## src/rtl/q4_countdown.sv

```systemverilog
`default_nettype none
// ============================================================================
//  Module      : q4_countdown
//  Description : Loadable down-counter that subtracts a per-clock step while
//                enabled, flagging exact-zero completion or underflow.
//  Revision    : 1.0  initial release
// ============================================================================
module q4_countdown #(
    parameter int WIDTH  = 8,
    parameter int STEP_W = 4
) (
    input  logic              clk,
    input  logic              rst,
    input  logic              load,
    input  logic [WIDTH-1:0]  LoadValue,
    input  logic              start,
    input  logic [STEP_W-1:0] NumberIn,
    output logic [WIDTH-1:0]  Count,
    output logic              busy,
    output logic              done,
    output logic              underflow
);

    typedef enum logic [1:0] {
        S_IDLE = 2'd0,
        S_RUN  = 2'd1,
        S_DONE = 2'd2,
        S_HALT = 2'd3
    } state_t;

    state_t           state_q, state_d;
    logic [WIDTH-1:0] count_q, count_d;

    logic [WIDTH-1:0] w_step;
    logic [WIDTH:0]   w_diff;
    logic             w_borrow;

    assign w_step   = {{(WIDTH-STEP_W){1'b0}}, NumberIn};
    // Extra MSB captures the borrow when the step exceeds the remaining count.
    assign w_diff   = {1'b0, count_q} - {1'b0, w_step};
    assign w_borrow = w_diff[WIDTH];

    always_ff @(posedge clk or posedge rst) begin
        if (rst) begin
            state_q <= S_IDLE;
            count_q <= '0;
        end else begin
            state_q <= state_d;
            count_q <= count_d;
        end
    end

    always_comb begin
        state_d = state_q;
        count_d = count_q;
        if (load) begin
            count_d = LoadValue;
            state_d = S_IDLE;
        end else begin
            case (state_q)
                S_IDLE, S_RUN: begin
                    if (!start) begin
                        state_d = S_IDLE;
                    end else if ((state_q == S_IDLE) && (count_q == '0)) begin
                        state_d = S_DONE;
                    end else if (w_step == '0) begin
                        state_d = S_RUN;
                    end else if (w_borrow) begin
                        count_d = w_diff[WIDTH-1:0];
                        state_d = S_HALT;
                    end else if (w_diff[WIDTH-1:0] == '0) begin
                        count_d = '0;
                        state_d = S_DONE;
                    end else begin
                        count_d = w_diff[WIDTH-1:0];
                        state_d = S_RUN;
                    end
                end
                default: begin
                    state_d = state_q;
                end
            endcase
        end
    end

    assign Count     = count_q;
    assign busy      = (state_q == S_RUN);
    assign done      = (state_q == S_DONE);
    assign underflow = (state_q == S_HALT);

endmodule
`default_nettype wire

```

## config.mk

```make
export PLATFORM = sky130hd
export DESIGN_NAME = q4_countdown
export DESIGN_NICKNAME = d
export VERILOG_FILES = /design/src/rtl/q4_countdown.sv
export SDC_FILE = /design/constraint.sdc
export NUM_CORES = 1
export LEC_CHECK = 0
export BUFFER_PORTS_ARGS = -buffer_cell sky130_fd_sc_hd__buf_4
export CAP_MARGIN = 20
export CORE_AREA = 4 4 51 53
export CTS_BUF_LIST = sky130_fd_sc_hd__clkbuf_8
export DETAILED_ROUTE_END_ITERATION = 8
export DIE_AREA = 0 0 55 57
export PLACE_DENSITY = 0.61
export SETUP_SLACK_MARGIN = 0.15
export SKIP_CTS_REPAIR_TIMING = 1
export SYNTH_ARGS = -nofsm -noshare
export SYNTH_HDL_FRONTEND = slang
export SYNTH_SLANG_ARGS = --single-unit
export TNS_END_PERCENT = 100
```

## constraint.sdc

```tcl
create_clock -name clk -period 2.1 [get_ports clk]
set_input_delay 0.42 -clock clk [delete_from_list [all_inputs] [get_ports clk]]
set_output_delay 0.42 -clock clk [all_outputs]
set_load 0.05 [all_outputs]
```

==> metrics.yaml, run 1 <==
status: "finished, final reports clean"
path_cells: "inv_2, ha_4, inv_2, fa_2, a21o_1, a21oi_2, xor2_1, a2111oi_4, a311oi_1"
drt_wl_total_microns: 1920
antenna_found_initial: 0
async_reset_ff_frac: 1.00
ant_nets: 0
via_count: 757
max-slew-margin-rel: 0.594
fp.dieArea_sq_mm: 0.00314
cts_buffers: 3
io_pins: 27
hold_viol_final: 0
drtIter0Drc: 7
crit_slowest_cell: "dfrtp_2"
synth_edf_count: 0
drv_cap: 0
root_buffer: "clkbuf_8"
synth_xor_area_frac: 0.0859
finalPower_uw: 1020
core_area_sq_mm: 0.00215
place.port_buffers: 26
synth-compound-area-share: 0.202
synthFlopType: "dfrtp_1"
drv_slew: 0
fin_nets: 145
synthAdderAreaFrac: 0.0859
cp-end-kind: "flop"
finalWeightedCongestion: 0.748
insertedDiodeCount: 0
worstPathRequired_ns: 2.24
cp_max_fo: 3
grt_pass1_vias: 717
gr-total-overflow: 0
syn_nets: 113
critPathKind: "reg2reg"
rsz0062_at_grt: "yes"
grt_max_degree: 21
layout_common_cells: "30 x buf_4, 11 x nand2_1, 8 x o21ai_1"
cts_buffer_depth: 2
htree_levels: 1
cts_tree: "yes"
ys_types: 33
setup_viol: 0
area_growth_pct: 43.9
critPathMaxStageDelay_ns: 0.42
grt_pass1_wl_microns: 3230
min_period_ns: 2.01
critPathLaunchType: "flop"
ys_seq_elements: 10
leakage_uw: 0.000519
first_pass_iters: 3
max_freq_mhz: 498
hold_class: "in2async"
layout_commonest_cell: "buf_4"
netlist_instances: 92
grt_usage: 0.138
ys_seq_area_frac: 0.307
drc: 0
min_period_over_period: 0.956
ys_warn_count: 0
skew_ns: 0.00362
clock_latency_ns: 0.24
cts_sinks: 10
rows: 17
syn_area_per_cell_sq_um: 8.87
route.detailed.wl_per_inst_microns: 12.7
arrival_ns: 2.15
viasPerCell: 5.01
synthMuxAreaShare: 0.0245
fin_setup_tns_ns: 0
p_per_area_mw_per_mm2: 870
ir_worst_vdd_v: 0.000431
clk_pin_slew_ns: 0.05
syn_area_sq_um: 816
die_y_microns: 57
cpMostUsedCell: "inv_2"
dp_hpwl_microns: 1560
synth_top_family_by_area: "simple AND/OR/NAND/NOR gates"
synthSimpleGateAreaFrac: 0.252
final_layout_size_suffix_gt1_frac: 0.431
worst_pin_slew_ns: 0.608
die_w_microns: 55
initial_core_util: 0.380
-- Yosys cell counts (3+ instances only) --
library cell  number  area [sq um]
inv_1              6          22.5
nor2_1             7          26.3
dfrtp_1           10           250
nand2_1           12          45.0
o21ai_1            8          40.0
nor2b_1            3          18.8
nand3_1            6          30.0
ha_1               4          50.1
xor2_1             6          52.6
-- metrics by stage --
step | std cells | area [sq um] | setup slack [ns] | util | hold WS, ns
after global routing | 151 | 1170 | 0.00325 | 0.546 | 0.216
after CTS | 150 | 1130 | -0.00417 | 0.528 | 0.183
after floorplan | 92 | 838 | -0.0348 | - | 0.260
final | 151 | 1170 | 0.0916 | 0.546 | 0.167
after global placement | 146 | 1080 | 0.00844 | 0.502 | 0.437
after detailed placement | 146 | 1080 | -0.0399 | 0.502 | 0.439
-- report_power, final --
part | switching [uW] | leakage (uW) | internal (uW)
logic | 294 | 0.000370 | 200
registers | 55.9 | 0.000120 | 224
clock network | 81.6 | 0.0000288 | 165
total | 432 | 0.000519 | 590
-- area by class of cell --
type,instances,area [sq um]
fill,206,975
multi-input combinational,73,582
sequential,10,254
timing repair buffer,30,225
clock buffer,4,55.1
tap,28,35.0
inverter,6,22.5
-- final timing paths --
path / depth (start not counted) / slack, ns / end / from
min in group clk: 3 / 0.39 / Count[6]$_DFFE_PP0P_ / LoadValue[6]
max in group asynchronous: 2 / 1.63 / Count[1]$_DFFE_PP0P_ / rst
hold / removal: 2 / 0.17 / Count[0]$_DFFE_PP0P_ / rst
hold reg to reg: 2 / 0.65 / Count[1]$_DFFE_PP0P_ / Count[1]$_DFFE_PP0P_
setup / recovery: 9 / 0.09 / state_q[0]$_DFFE_PP0N_ / Count[0]$_DFFE_PP0P_
setup reg to reg: 9 / 0.09 / state_q[0]$_DFFE_PP0N_ / Count[0]$_DFFE_PP0P_
-- logic make-up after synthesis --
logic type,Yosys count
DFF,10
adders and majority gates,5
xor gates and xnor gates,8
muxes,2
AOI/OAI and AO/OA,21
and+or+nand+nor,37
buffers and inverters,9
-- per-layer routing --
| layer | global-route usage | vias up | routed length, microns |
|---|---|---|---|
| met5 | 0 | - | 0 |
| li1 | - | 386 | - |
| met4 | 0.0417 | 0 | 17 |
| met1 | 0.166 | 353 | 788 |
| met2 | 0.240 | 16 | 1010 |
| met3 | 0.0261 | 2 | 98 |
-- sequential cells by signal, summed over array words and instances, names as in the netlist --
signal / cells
state_q: 2
Count: 8
-- worst max-delay path, delay by kind of cell, from the launching register on --
kind	cells	cell delay [ns]
compound gates	4	0.64
fa+ha+maj	2	0.49
flops	1	0.42
buf+inv	2	0.11
xor+xnor	1	0.25
No activity file was read; power rests on OpenSTA's default activity.
==> run 2: changes to the inputs <==
Settings changed: PLACE_DENSITY 0.61 to not set, PLACE_DENSITY_LB_ADDON set to 0.2.
==> run 2 against run 1 <==
Effect of this change:
- setup slack worse by 0.051 ns
- worst hold slack got worse by 0.0029 ns
- die area stayed put
- final cell count unchanged
- combinational power shrank 4.8%
- global-route usage about the same
- flip-flop and latch count did not move
- fmax fell by 2.5%
- sequential share of layout area increased by 0.47 points
- register-to-register slack worse by 0.05 ns
- largest cell class unchanged
- largest power group unchanged
- highest routed layer unchanged
==> metrics.yaml, run 2 (synthesis results as in run 1) <==
status: "finished, final reports clean"  # unchanged
finalWeightedCongestion: 0.777  # was 0.748
clock_latency_ns: 0.24  # about the same
layout_setup_ws_ns: 0.0405  # was 0.0916 ns
cp_max_fo: 3  # unchanged
placed_cell_area_sq_mm: 0.00108  # unchanged
worstPathRequired_ns: 2.20  # was 2.24 ns
dp_cells: 146  # unchanged
largest_reg_flops: 8  # unchanged
regToRegStartpoint: "Count[0]$_DFFE_PP0P_"  # unchanged
layout_commonest_cell: "buf_4"  # unchanged
hold_ws_ns: 0.164  # was 0.167 ns
r2r_cells: 9  # unchanged
fp.dieArea_sq_mm: 0.00314  # unchanged
die_y_microns: 57  # unchanged
rows: 17  # unchanged
cp-end-kind: "flop"  # unchanged
route.detailed.wl_per_inst_microns: 12.8  # was 12.7 microns
fin_nets: 145  # unchanged
viasPerCell: 5.13  # was 5.01
dpl_worst_slack_ns: -0.0000693  # was -0.0399 ns
reg2reg_to: "state_q[0]$_DFFE_PP0N_"  # unchanged
fillCellCount: 206  # unchanged
cts_buffers: 3  # unchanged
cts_buffer_depth: 2  # unchanged
grt_pass1_wl_microns: 3170  # was 3230 microns
die_w_microns: 55  # unchanged
p_per_area_mw_per_mm2: 869  # was 870 mW/mm^2
final_layout_size_suffix_gt1_frac: 0.415  # was 0.431
clk_pin_slew_ns: 0.05  # about the same
via_count: 775  # was 757
area_growth_pct: 40.8  # was 43.9%
hold_viol_final: 0  # unchanged
place.port_buffers: 26  # unchanged
io_pins: 27  # unchanged
drc: 0  # unchanged
reg2reg_slack_ns: 0.04  # was 0.09 ns
initial_core_util: 0.380  # unchanged
drt_wl_total_microns: 1930  # was 1920 microns
rsz0062_at_grt: "yes"  # unchanged
gr-total-overflow: 0  # unchanged
critPathLaunchType: "flop"  # unchanged
setup_viol: 0  # unchanged
htree_levels: 1  # unchanged
hold_class: "in2async"  # unchanged
drv_slew: 0  # unchanged
cts_sinks: 10  # unchanged
utilization: 0.535  # was 0.546
insertedDiodeCount: 0  # unchanged
grt_pass1_vias: 722  # was 717
critical_path.startpoint: "Count[0]$_DFFE_PP0P_"  # unchanged
grt_usage: 0.138  # about the same
fin_cells: 151  # unchanged
dp_hpwl_microns: 1550  # was 1560 microns
antenna_found_initial: 0  # unchanged
grt_max_degree: 21  # unchanged
stdcell_area_sq_mm: 0.00115  # was 0.00117 sq mm
min_period_ns: 2.06  # was 2.01 ns
worst_pin_slew_ns: 0.585  # was 0.608 ns
layout_common_cells: "30 x buf_4, 11 x nand2_1, 8 x o21ai_1"  # unchanged
critPathKind: "reg2reg"  # unchanged
first_pass_iters: 4  # was 3
ant_nets: 0  # unchanged
max_freq_mhz: 486  # was 498 MHz
cts_tree: "yes"  # unchanged
multiInputGateArea_sq_um: 557  # was 582 sq um
max-slew-margin-rel: 0.610  # was 0.594
drv_cap: 0  # unchanged
skew_ns: 0.00342  # was 0.00362 ns
core_area_sq_mm: 0.00215  # unchanged
arrival_ns: 2.16  # was 2.15 ns
ir_worst_vdd_v: 0.000438  # was 0.000431 V
seqCellArea_sq_um: 254  # unchanged
critPathCapture: "state_q[0]$_DFFE_PP0N_"  # unchanged
min_period_over_period: 0.981  # was 0.956
drtIter0Drc: 7  # unchanged
leakage_uw: 0.000513  # was 0.000519 uW
root_buffer: "clkbuf_8"  # unchanged
## run 2: cell counts in the layout (fill, tap and decap cells not counted)
No cell type changed its count.
## run 2: through the flow
stage                     power (uW)     TNS, ns
after detailed placement         750  -0.0000693
after floorplan                  610     -0.0418
final                            999           0
after global placement           744           0
after CTS                       1010           0
after global routing            1070      -0.161
## run 2: layout make-up
type,instances,share of cell area
Multi-Input combinational cell,73,0.485
Inverter,6,0.0196
Timing Repair Buffer,30,0.196
Tap cell,28,0.0305
Clock buffer,4,0.0479
Sequential cell,10,0.221
## run 2: worst min path at each step
stage | start | endpoint | slack, ns | cells past startpoint
global route | rst | Count[0]$_DFFE_PP0P_ | 0.21 | 2
finish | rst | Count[0]$_DFFE_PP0P_ | 0.16 | 2
floorplan | rst | Count[3]$_DFFE_PP0P_ | 0.26 | 1
global placement | rst | state_q[1]$_DFFE_PP0N_ | 0.43 | 2
CTS | rst | Count[3]$_DFFE_PP0P_ | 0.18 | 2
detailed placement | rst | state_q[1]$_DFFE_PP0N_ | 0.44 | 2
## run 2: per-layer routing
layer  routed length [microns]  vias to the layer above  GRT usage
met3                       102                        5     0.0313
met2                       998                       18      0.230
met5                         0                        -          0
li1                          -                      388          -
met1                       784                      364      0.163
met4                        45                        0     0.0625
## run 2: critical path: stages, from the launching register on
cell and delay (ns):
dfrtp_2 0.42, inv_2 0.08, ha_4 0.13, inv_2 0.03, fa_2 0.34, a21o_1 0.18, a21oi_2 0.15, xor2_1 0.09
a2111oi_2 0.34, a311oi_1 0.14
## run 2: power breakdown
part / internal, uW / switching (uW)
Combinational: 192 / 280
Clock: 165 / 83.1
Sequential: 224 / 54.5
